**src/rtl/mic_level_meter.sv**
```systemverilog
// mic_level_meter: converts 12-bit microphone samples to a magnitude about
// the midpoint and tracks the loudest sample of each window. At the end of
// every window it publishes the raw peak, a 0-15 level, a clip flag and a
// peak-hold level that freezes and then decays by one step per window.
// Optional build macro: MIC_DC_TRACK_EN tracks the DC midpoint with a slow
// leaky accumulator instead of using the fixed MID value.
module mic_level_meter #(
  parameter int WINDOW       = 1000,
  parameter int HOLD_WINDOWS = 10,
  parameter int MID          = 2048
) (
  input  logic        clk,
  input  logic        rst,
  input  logic        sample_valid,
  input  logic [11:0] mic_in,
  output logic [10:0] raw_peak,
  output logic [3:0]  volume_level_raw,
  output logic [3:0]  volume_level_peak,
  output logic        clip,
  output logic        update
);

  localparam int CNT_W = $clog2(WINDOW + 1);
  localparam logic [CNT_W-1:0] WINDOW_C = CNT_W'(WINDOW);
  localparam logic [7:0]       HOLD_C   = 8'(HOLD_WINDOWS);

  localparam logic [0:0] ACCUM  = 1'b0;
  localparam logic [0:0] COMMIT = 1'b1;

  logic [0:0]       state_q, state_d;
  logic [CNT_W-1:0] cnt_q, cnt_d;
  logic [10:0]      accPeak_q, accPeak_d;
  logic             accClip_q, accClip_d;
  logic [10:0]      commitPeak_q, commitPeak_d;
  logic             commitClip_q, commitClip_d;
  logic [10:0]      rawPeak_q, rawPeak_d;
  logic [3:0]       levelRaw_q, levelRaw_d;
  logic [3:0]       held_q, held_d;
  logic [7:0]       holdCnt_q, holdCnt_d;
  logic             clip_q, clip_d;
  logic             update_q, update_d;

  logic [11:0]        mid;
  logic signed [12:0] diff;
  logic [12:0]        absDiff;
  logic [10:0]        mag;
  logic               sampleClip;
  logic [10:0]        peakNext;
  logic               clipNext;
  logic [CNT_W-1:0]   cntNext;
  logic [3:0]         levelNew;

`ifdef MIC_DC_TRACK_EN
  logic [19:0] dcAcc_q, dcAcc_d;
  logic [20:0] dcSum;

  assign mid = dcAcc_q[19:8];

  // Leaky average of the input: moves 1/256 of the way toward each sample
  always_comb begin
    dcSum   = {1'b0, dcAcc_q} + {9'b0, mic_in} - {9'b0, dcAcc_q[19:8]};
    dcAcc_d = dcAcc_q;
    if (sample_valid) begin
      dcAcc_d = dcSum[19:0];
    end
  end

  // DC tracker register starts at the nominal midpoint
  always_ff @(posedge clk) begin
    if (rst) begin
      dcAcc_q <= 20'(MID) << 8;
    end else begin
      dcAcc_q <= dcAcc_d;
    end
  end
`else
  assign mid = 12'(MID);
`endif

  // Distance of the sample from the midpoint, saturated to 11 bits
  always_comb begin
    diff       = $signed({1'b0, mic_in}) - $signed({1'b0, mid});
    absDiff    = diff[12] ? $unsigned(-diff) : $unsigned(diff);
    mag        = (absDiff > 13'd2047) ? 11'd2047 : absDiff[10:0];
    sampleClip = (mic_in == 12'd0) || (mic_in == 12'hFFF);
  end

  // Window accumulation; a sample in the COMMIT cycle simply starts the next window
  always_comb begin
    peakNext     = (mag > accPeak_q) ? mag : accPeak_q;
    clipNext     = accClip_q | sampleClip;
    cntNext      = cnt_q + 1'b1;
    state_d      = ACCUM;
    cnt_d        = cnt_q;
    accPeak_d    = accPeak_q;
    accClip_d    = accClip_q;
    commitPeak_d = commitPeak_q;
    commitClip_d = commitClip_q;
    if (sample_valid) begin
      if (cntNext == WINDOW_C) begin
        commitPeak_d = peakNext;
        commitClip_d = clipNext;
        accPeak_d    = 11'd0;
        accClip_d    = 1'b0;
        cnt_d        = '0;
        state_d      = COMMIT;
      end else begin
        accPeak_d = peakNext;
        accClip_d = clipNext;
        cnt_d     = cntNext;
      end
    end
  end

  // Publish the committed window and step the peak-hold tracker
  always_comb begin
    levelNew   = commitPeak_q[10:7];
    rawPeak_d  = rawPeak_q;
    levelRaw_d = levelRaw_q;
    clip_d     = clip_q;
    held_d     = held_q;
    holdCnt_d  = holdCnt_q;
    update_d   = 1'b0;
    if (state_q == COMMIT) begin
      update_d   = 1'b1;
      rawPeak_d  = commitPeak_q;
      levelRaw_d = levelNew;
      clip_d     = commitClip_q;
      if (levelNew >= held_q) begin
        held_d    = levelNew;
        holdCnt_d = HOLD_C;
      end else if (holdCnt_q != 8'd0) begin
        holdCnt_d = holdCnt_q - 8'd1;
      end else begin
        held_d = held_q - 4'd1;
      end
    end
  end

  // State registers; reset discards any partial window
  always_ff @(posedge clk) begin
    if (rst) begin
      state_q      <= ACCUM;
      cnt_q        <= '0;
      accPeak_q    <= 11'd0;
      accClip_q    <= 1'b0;
      commitPeak_q <= 11'd0;
      commitClip_q <= 1'b0;
      rawPeak_q    <= 11'd0;
      levelRaw_q   <= 4'd0;
      held_q       <= 4'd0;
      holdCnt_q    <= 8'd0;
      clip_q       <= 1'b0;
      update_q     <= 1'b0;
    end else begin
      state_q      <= state_d;
      cnt_q        <= cnt_d;
      accPeak_q    <= accPeak_d;
      accClip_q    <= accClip_d;
      commitPeak_q <= commitPeak_d;
      commitClip_q <= commitClip_d;
      rawPeak_q    <= rawPeak_d;
      levelRaw_q   <= levelRaw_d;
      held_q       <= held_d;
      holdCnt_q    <= holdCnt_d;
      clip_q       <= clip_d;
      update_q     <= update_d;
    end
  end

  assign raw_peak          = rawPeak_q;
  assign volume_level_raw  = levelRaw_q;
  assign volume_level_peak = held_q;
  assign clip              = clip_q;
  assign update            = update_q;

endmodule

```
**config.mk**
```make
export PLATFORM = sky130hd
export DESIGN_NAME = mic_level_meter
export DESIGN_NICKNAME = d
export VERILOG_FILES = /design/src/rtl/mic_level_meter.sv
export SDC_FILE = /design/constraint.sdc
export NUM_CORES = 1
export LEC_CHECK = 0
export CELL_PAD_IN_SITES_DETAIL_PLACEMENT = 0
export CELL_PAD_IN_SITES_GLOBAL_PLACEMENT = 1
export CORE_UTILIZATION = 46
export CTS_CLUSTER_SIZE = 12
export DETAILED_ROUTE_END_ITERATION = 8
export PLACE_DENSITY = 0.94
export SYNTH_ARGS = -nofsm -noshare
export SYNTH_HDL_FRONTEND = slang
export SYNTH_SLANG_ARGS = --single-unit
```
**constraint.sdc**
```tcl
create_clock -name clk -period 8.9 [get_ports clk]
set_input_delay 1.78 -clock clk [delete_from_list [all_inputs] [get_ports clk]]
set_output_delay 1.78 -clock clk [all_outputs]
set_load 0.01 [all_outputs]
```
; ---- After elaboration in Yosys (flattened, before gate mapping)
; Cells that the tools add are included.
[totals]
inputBits = 15
regBits = 64
wordCells = 45
[op_classes]
n_bitwise = 2
eq_ne = 3
reduce_logical = 8
mux = 12
addsub = 5
order_cmp = 3
[ops]
columns = op, n
row1 = $mux 11, 3
row2 = $mux 8, 2
row3 = $gt 13x11->1 const B, 1
row4 = $mux 13, 1
row5 = $neg 13->13, 1
row6 = $sub 12x12->13 const B, 1
row7 = $eq 12x12->1 const B, 1
row8 = $logic_not 12->1, 1
row9 = $gt 11x11->1, 1
row10 = $add 10x1->10 const B, 1
row11 = $eq 10x10->1 const B, 1
row12 = $mux 10, 1
row13 = $mux 4, 2
row14 = $reduce_bool 8->1, 1
row15 = $sub 8x1->8 const B, 1
row16 = $reduce_and 2->1, 3
row17 = $ge 4x4->1, 1
row18 = $sub 4x1->4 const B, 1
row19 = $mux 1, 3
row20 = $ne 2x2->1 const B, 1
row21 = $reduce_bool 2->1, 1
row22 = $reduce_or 2->1, 1
row23 = $logic_or 1x1->1, 1
row24 = $not 1->1, 1
row25 = $or 1x1->1, 1

; ---- Longest topological paths before layout
[depth]
ltp_word = 8
ltp_mapped = 14
mapped_depth_nobuf = 13

; ---- Worst setup path after synthesis
; OpenSTA, ideal clock, no wires.
[synth_path]
path_type = input-to-reg
startpoint = input port mic_in[0]
endpoint = register commitPeak_q[0]
arrival_time_ns = 4.829
setup_ns = 0.123
n_path_buf = 1
setup_slack_ns = 3.948
required_time_ns = 8.777
stages = 13
cell_sequence = inv_1 -> ha_1 -> or4b_4 -> or4_1 -> o311a_1 -> ha_1 -> o21ai_0 -> nand2b_1 -> a21boi_2 -> and2_1 -> clkbuf_1 -> mux2i_1 -> o22ai_1
[synth_via]
elab_chain_cells = 7
[synth_lines]
columns = item, line
row1 = start: declaration, 15  ; input logic [11:0] mic_in,
row2 = $sub 12x12->13 *, 82  ; diff = $signed({1'b0, mic_in}) - $signed({1'b0, mid});
row3 = $neg 13->13, 83  ; absDiff = diff[12] ? $unsigned(-diff) : $unsigned(diff);
row4 = $mux 13 *, 83
row5 = $gt 13x11->1, 84  ; mag = (absDiff > 13'd2047) ? 11'd2047 : absDiff[10:0];
row6 = $mux 11 *, 84
row7 = $gt 11x11->1, 90  ; peakNext = (mag > accPeak_q) ? mag : accPeak_q;
row8 = $mux 11 *, 90
row9 = end signal: assignment, 160  ; commitPeak_q <= commitPeak_d;
row10 = end: declaration, 34  ; logic [10:0] commitPeak_q, commitPeak_d;
; Every way passes the cells marked *; elsewhere a longest branch is shown, timed or not.
; A chain may end at the register's enable or synchronous reset.

; ---- Worst setup path in the final report
[layout_path]
startpoint = input port mic_in[0]
endpoint = register accPeak_q[9]
[layout_via]
elab_chain_cells = 8
[layout_lines]
columns = item, line
row1 = $sub 12x12->13 *, 82
row2 = $neg 13->13, 83
row3 = $mux 13 *, 83
row4 = $gt 13x11->1, 84
row5 = $mux 11 *, 84
row6 = $gt 11x11->1, 90
row7 = $mux 11 *, 90
row8 = $mux 11 *, 100  ; if (cntNext == WINDOW_C) begin
row9 = end signal: assignment, 158  ; accPeak_q <= accPeak_d;
row10 = end: declaration, 32  ; logic [10:0] accPeak_q, accPeak_d;
; Marked as above.

==> results.py <==
metrics = {
    "synth": {
        "ys_warn_count": 0,
        "synth.distinct_cells": 65,
        "yosysSeqAreaShare": 0.347,
        "synth_nets": 447,
        "synth_ff_type": "dfxtp_1",
        "synth_seq_cells": 60,
        "synth-edff-count": 0,
        "netlist_instances": 411,
        "syn_avg_cell_area_sq_um": 8.42,
        "synth-async-reset-ratio": 0,
        "synthesis.area_sq_um": 3460,
    },
    "setup_path": {
        "crit_start": "mic_in[0]",
        "crit_cells": 13,
        "path_class": "primary input to flop",
        "reg2regPathDepth": 8,
        "cpMaxStageDelayCell": "a211oi_4",
        "start_kind": "primary input",
        "cpPeakStageDelay_ps": 530,
        "crit_top_cell": "ha_1",
        "endpoint_kind": "flop",
        "r2r_start": "accPeak_q[10]",
        "path_cells": "clkdlybuf4s50_1 > inv_1 > ha_1 > or4b_4 > or4_1 > o311a_1 > ha_1 > a211oi_1 > o21ai_0 > a221o_1 > and2_1 > a211oi_4 > a22o_1",
        "worstPathArrival_ps": 6140,
        "crit_family": "compound AO/OA/AOI/OAI gates",
        "crit_buf_inv": 2,
        "worstPathRequired_ps": 9180,
        "crit_path_max_fanout": 13,
    },
    "layout": {
        "diodes": 0,
        "multi_input_area_sq_um": 2020,
        "layout_common_cells": "60 x dfxtp_1, 40 x nor2_1, 35 x clkdlybuf4s50_1",
        "nets": 470,
        "fillers": 660,
        "seq_area_sq_um": 1200,
        "layout_commonest_cell": "dfxtp_1",
        "fin_util": 0.555,
        "syn_to_final_growth_pct": 16.4,
        "drive_gt1_frac": 0.0638,
    },
    "floorplanning": {
        "start_util": 0.477,
        "ios": 36,
        "dieArea_sq_um": 7870,
        "row_count": 31,
        "die_x_um": 88.7,
        "fp.coreArea_sq_um": 7250,
        "dieHeight_um": 88.7,
    },
    "routing": {
        "first_pass_iters": 4,
        "final_antenna_net_count": 0,
        "viasPerCell": 5.78,
        "finalWirelength_mm": 7.82,
        "wire_per_inst_um": 14.5,
        "vias": 3111,
        "drt_iter0_markers": 117,
        "route.detailed.drc": 0,
    },
    "power_and_ir_drop": {
        "total_power_uw": 616,
        "irDropWorstVdd_uv": 98.7,
        "powerDensity_nw_per_um2": 153,
        "leakagePower_uw": 0.00145,
    },
    "min_path": {
        "worstHoldPathType": "flop to flop",
        "min_from": "commitPeak_q[0]",
        "min_path_cells": 2,
    },
    "timing": {
        "tns_ps": 0,
        "final_hold_viol_count": 0,
        "min_period_over_period": 0.659,
        "slew_headroom": 0.451,
        "drv_slew": 0,
        "rsz0062_at_grt": "false",
        "skew_ps": 6.62,
        "finalSetupViolations": 0,
        "fmax_ghz": 0.171,
        "period_needed_ps": 5860,
        "tightest_slew_ps": 820,
    },
    "place": {
        "port_buffers": 35,
        "post-dp-hpwl_mm": 5.58,
        "gp_congestion": 0.894,
    },
    "global_route": {
        "grt_pass1_vias": 2718,
        "antenna_found_initial": 0,
        "grt_first_pass_wirelength_mm": 12.8,
        "grt_start_max_net_pins": 46,
        "grt_overflow": 0,
        "grt_usage": 0.212,
    },
    "clock_network": {
        "clock_sinks": 60,
        "postCtsSetupBuffers": 0,
        "cts_root_buf": "clkbuf_8",
        "insertion_delay_ps": 340,
        "htree_num_levels": 3,
        "post_cts_resized": 0,
        "cts_tree": "yes",
        "cts_max_path_buffers": 2,
        "cts_buffers": 9,
        "clk_pin_slew_ps": 70,
        "hold_buffers": 0,
    },
    "run_status": {
        "outcome": "complete, no violations",
    },
    "run": {
        "drv_cap": 0,
    },
}
## sequential cells by signal, summed over array words and instances (netlist names)
register	count
clip	1
state_q	1
cnt_q	10
accClip_q	1
holdCnt_q	8
raw_peak	11
volume_level_peak	4
commitPeak_q	11
accPeak_q	11
update	1
commitClip_q	1
## synth_stat cells, types with 3 or more instances
cell      number  area share
buf_2          3      0.0043
mux2i_1       17       0.049
nor3_1         7       0.010
and4_1         5       0.013
a21o_1         5       0.011
buf_4          5       0.011
dfxtp_1       60        0.35
nor4_1         4      0.0072
a221oi_1       3      0.0076
a22o_1        11       0.028
a21oi_1       34       0.049
clkbuf_1      12       0.013
nor2_1        40       0.043
a31oi_1        9       0.016
xnor2_1        3      0.0076
a211oi_1      11       0.024
nand4_1        6       0.011
nand2b_1       8       0.014
nand3_1       16       0.023
buf_1          3      0.0033
o32ai_1        3      0.0076
nand2_1       26       0.028
ha_1          21       0.076
inv_1         29       0.031
o21ai_0       15       0.022
a311oi_1       5       0.013
o22ai_1        5      0.0090
## worst paths after layout
| path | slack [ps] | to |
|---|---|---|
| setup / recovery | 3040 | accPeak_q[9] |
| hold / removal | 480 | commitPeak_q[0] |
| setup reg to reg | 6100 | accPeak_q[9] |
| hold reg to reg | 480 | commitPeak_q[0] |
## worst reg2reg max path: cells and delay by family (launching register included)
family,cells,cell delay [ps]
adders and majority gates,1,320
DFF,1,340
buffers and inverters,1,60
and+or+nand+nor,1,380
AOI/OAI and AO/OA,5,1650
## kinds of logic after synthesis
family / synth area share
flip-flops: 0.347
XOR/XNOR: 0.0127
AND/OR/NAND/NOR: 0.198
adder cells (fa/ha/maj): 0.0759
buffers and inverters: 0.0676
multiplexers: 0.0492
AO/OA/AOI/OAI: 0.250
## metal layers
layer	track usage	vias up	wire, um
met4	0.0880	0	112
met3	0.0438	12	355
met1	0.274	1451	3710
met2	0.343	83	3640
li1	-	1565	-
met5	0	-	0
## layout make-up
type                       count  share of cell area
clock buffer                  12              0.0385
clock inverter                 4              0.0118
inverter                      29              0.0270
multi-input combinational    297               0.503
sequential                    60               0.298
tap                           99              0.0308
timing repair buffer          37              0.0907
## power breakdown
part / switching (uW) / internal (uW)
logic: 54.1 / 35.5
registers: 3.53 / 274
clock network: 105 / 144
total: 163 / 454
## through the flow
stage	std cells	area, sq um	hold slack [ps]	worst slack (ps)
after floorplan	411	3460	447	3950
after global placement	522	3820	465	3020
after detailed placement	522	3820	466	2820
after CTS	538	4030	483	3150
after global routing	538	4030	497	2890
final	538	4030	480	3040
Power figures use the tool's default switching activity.
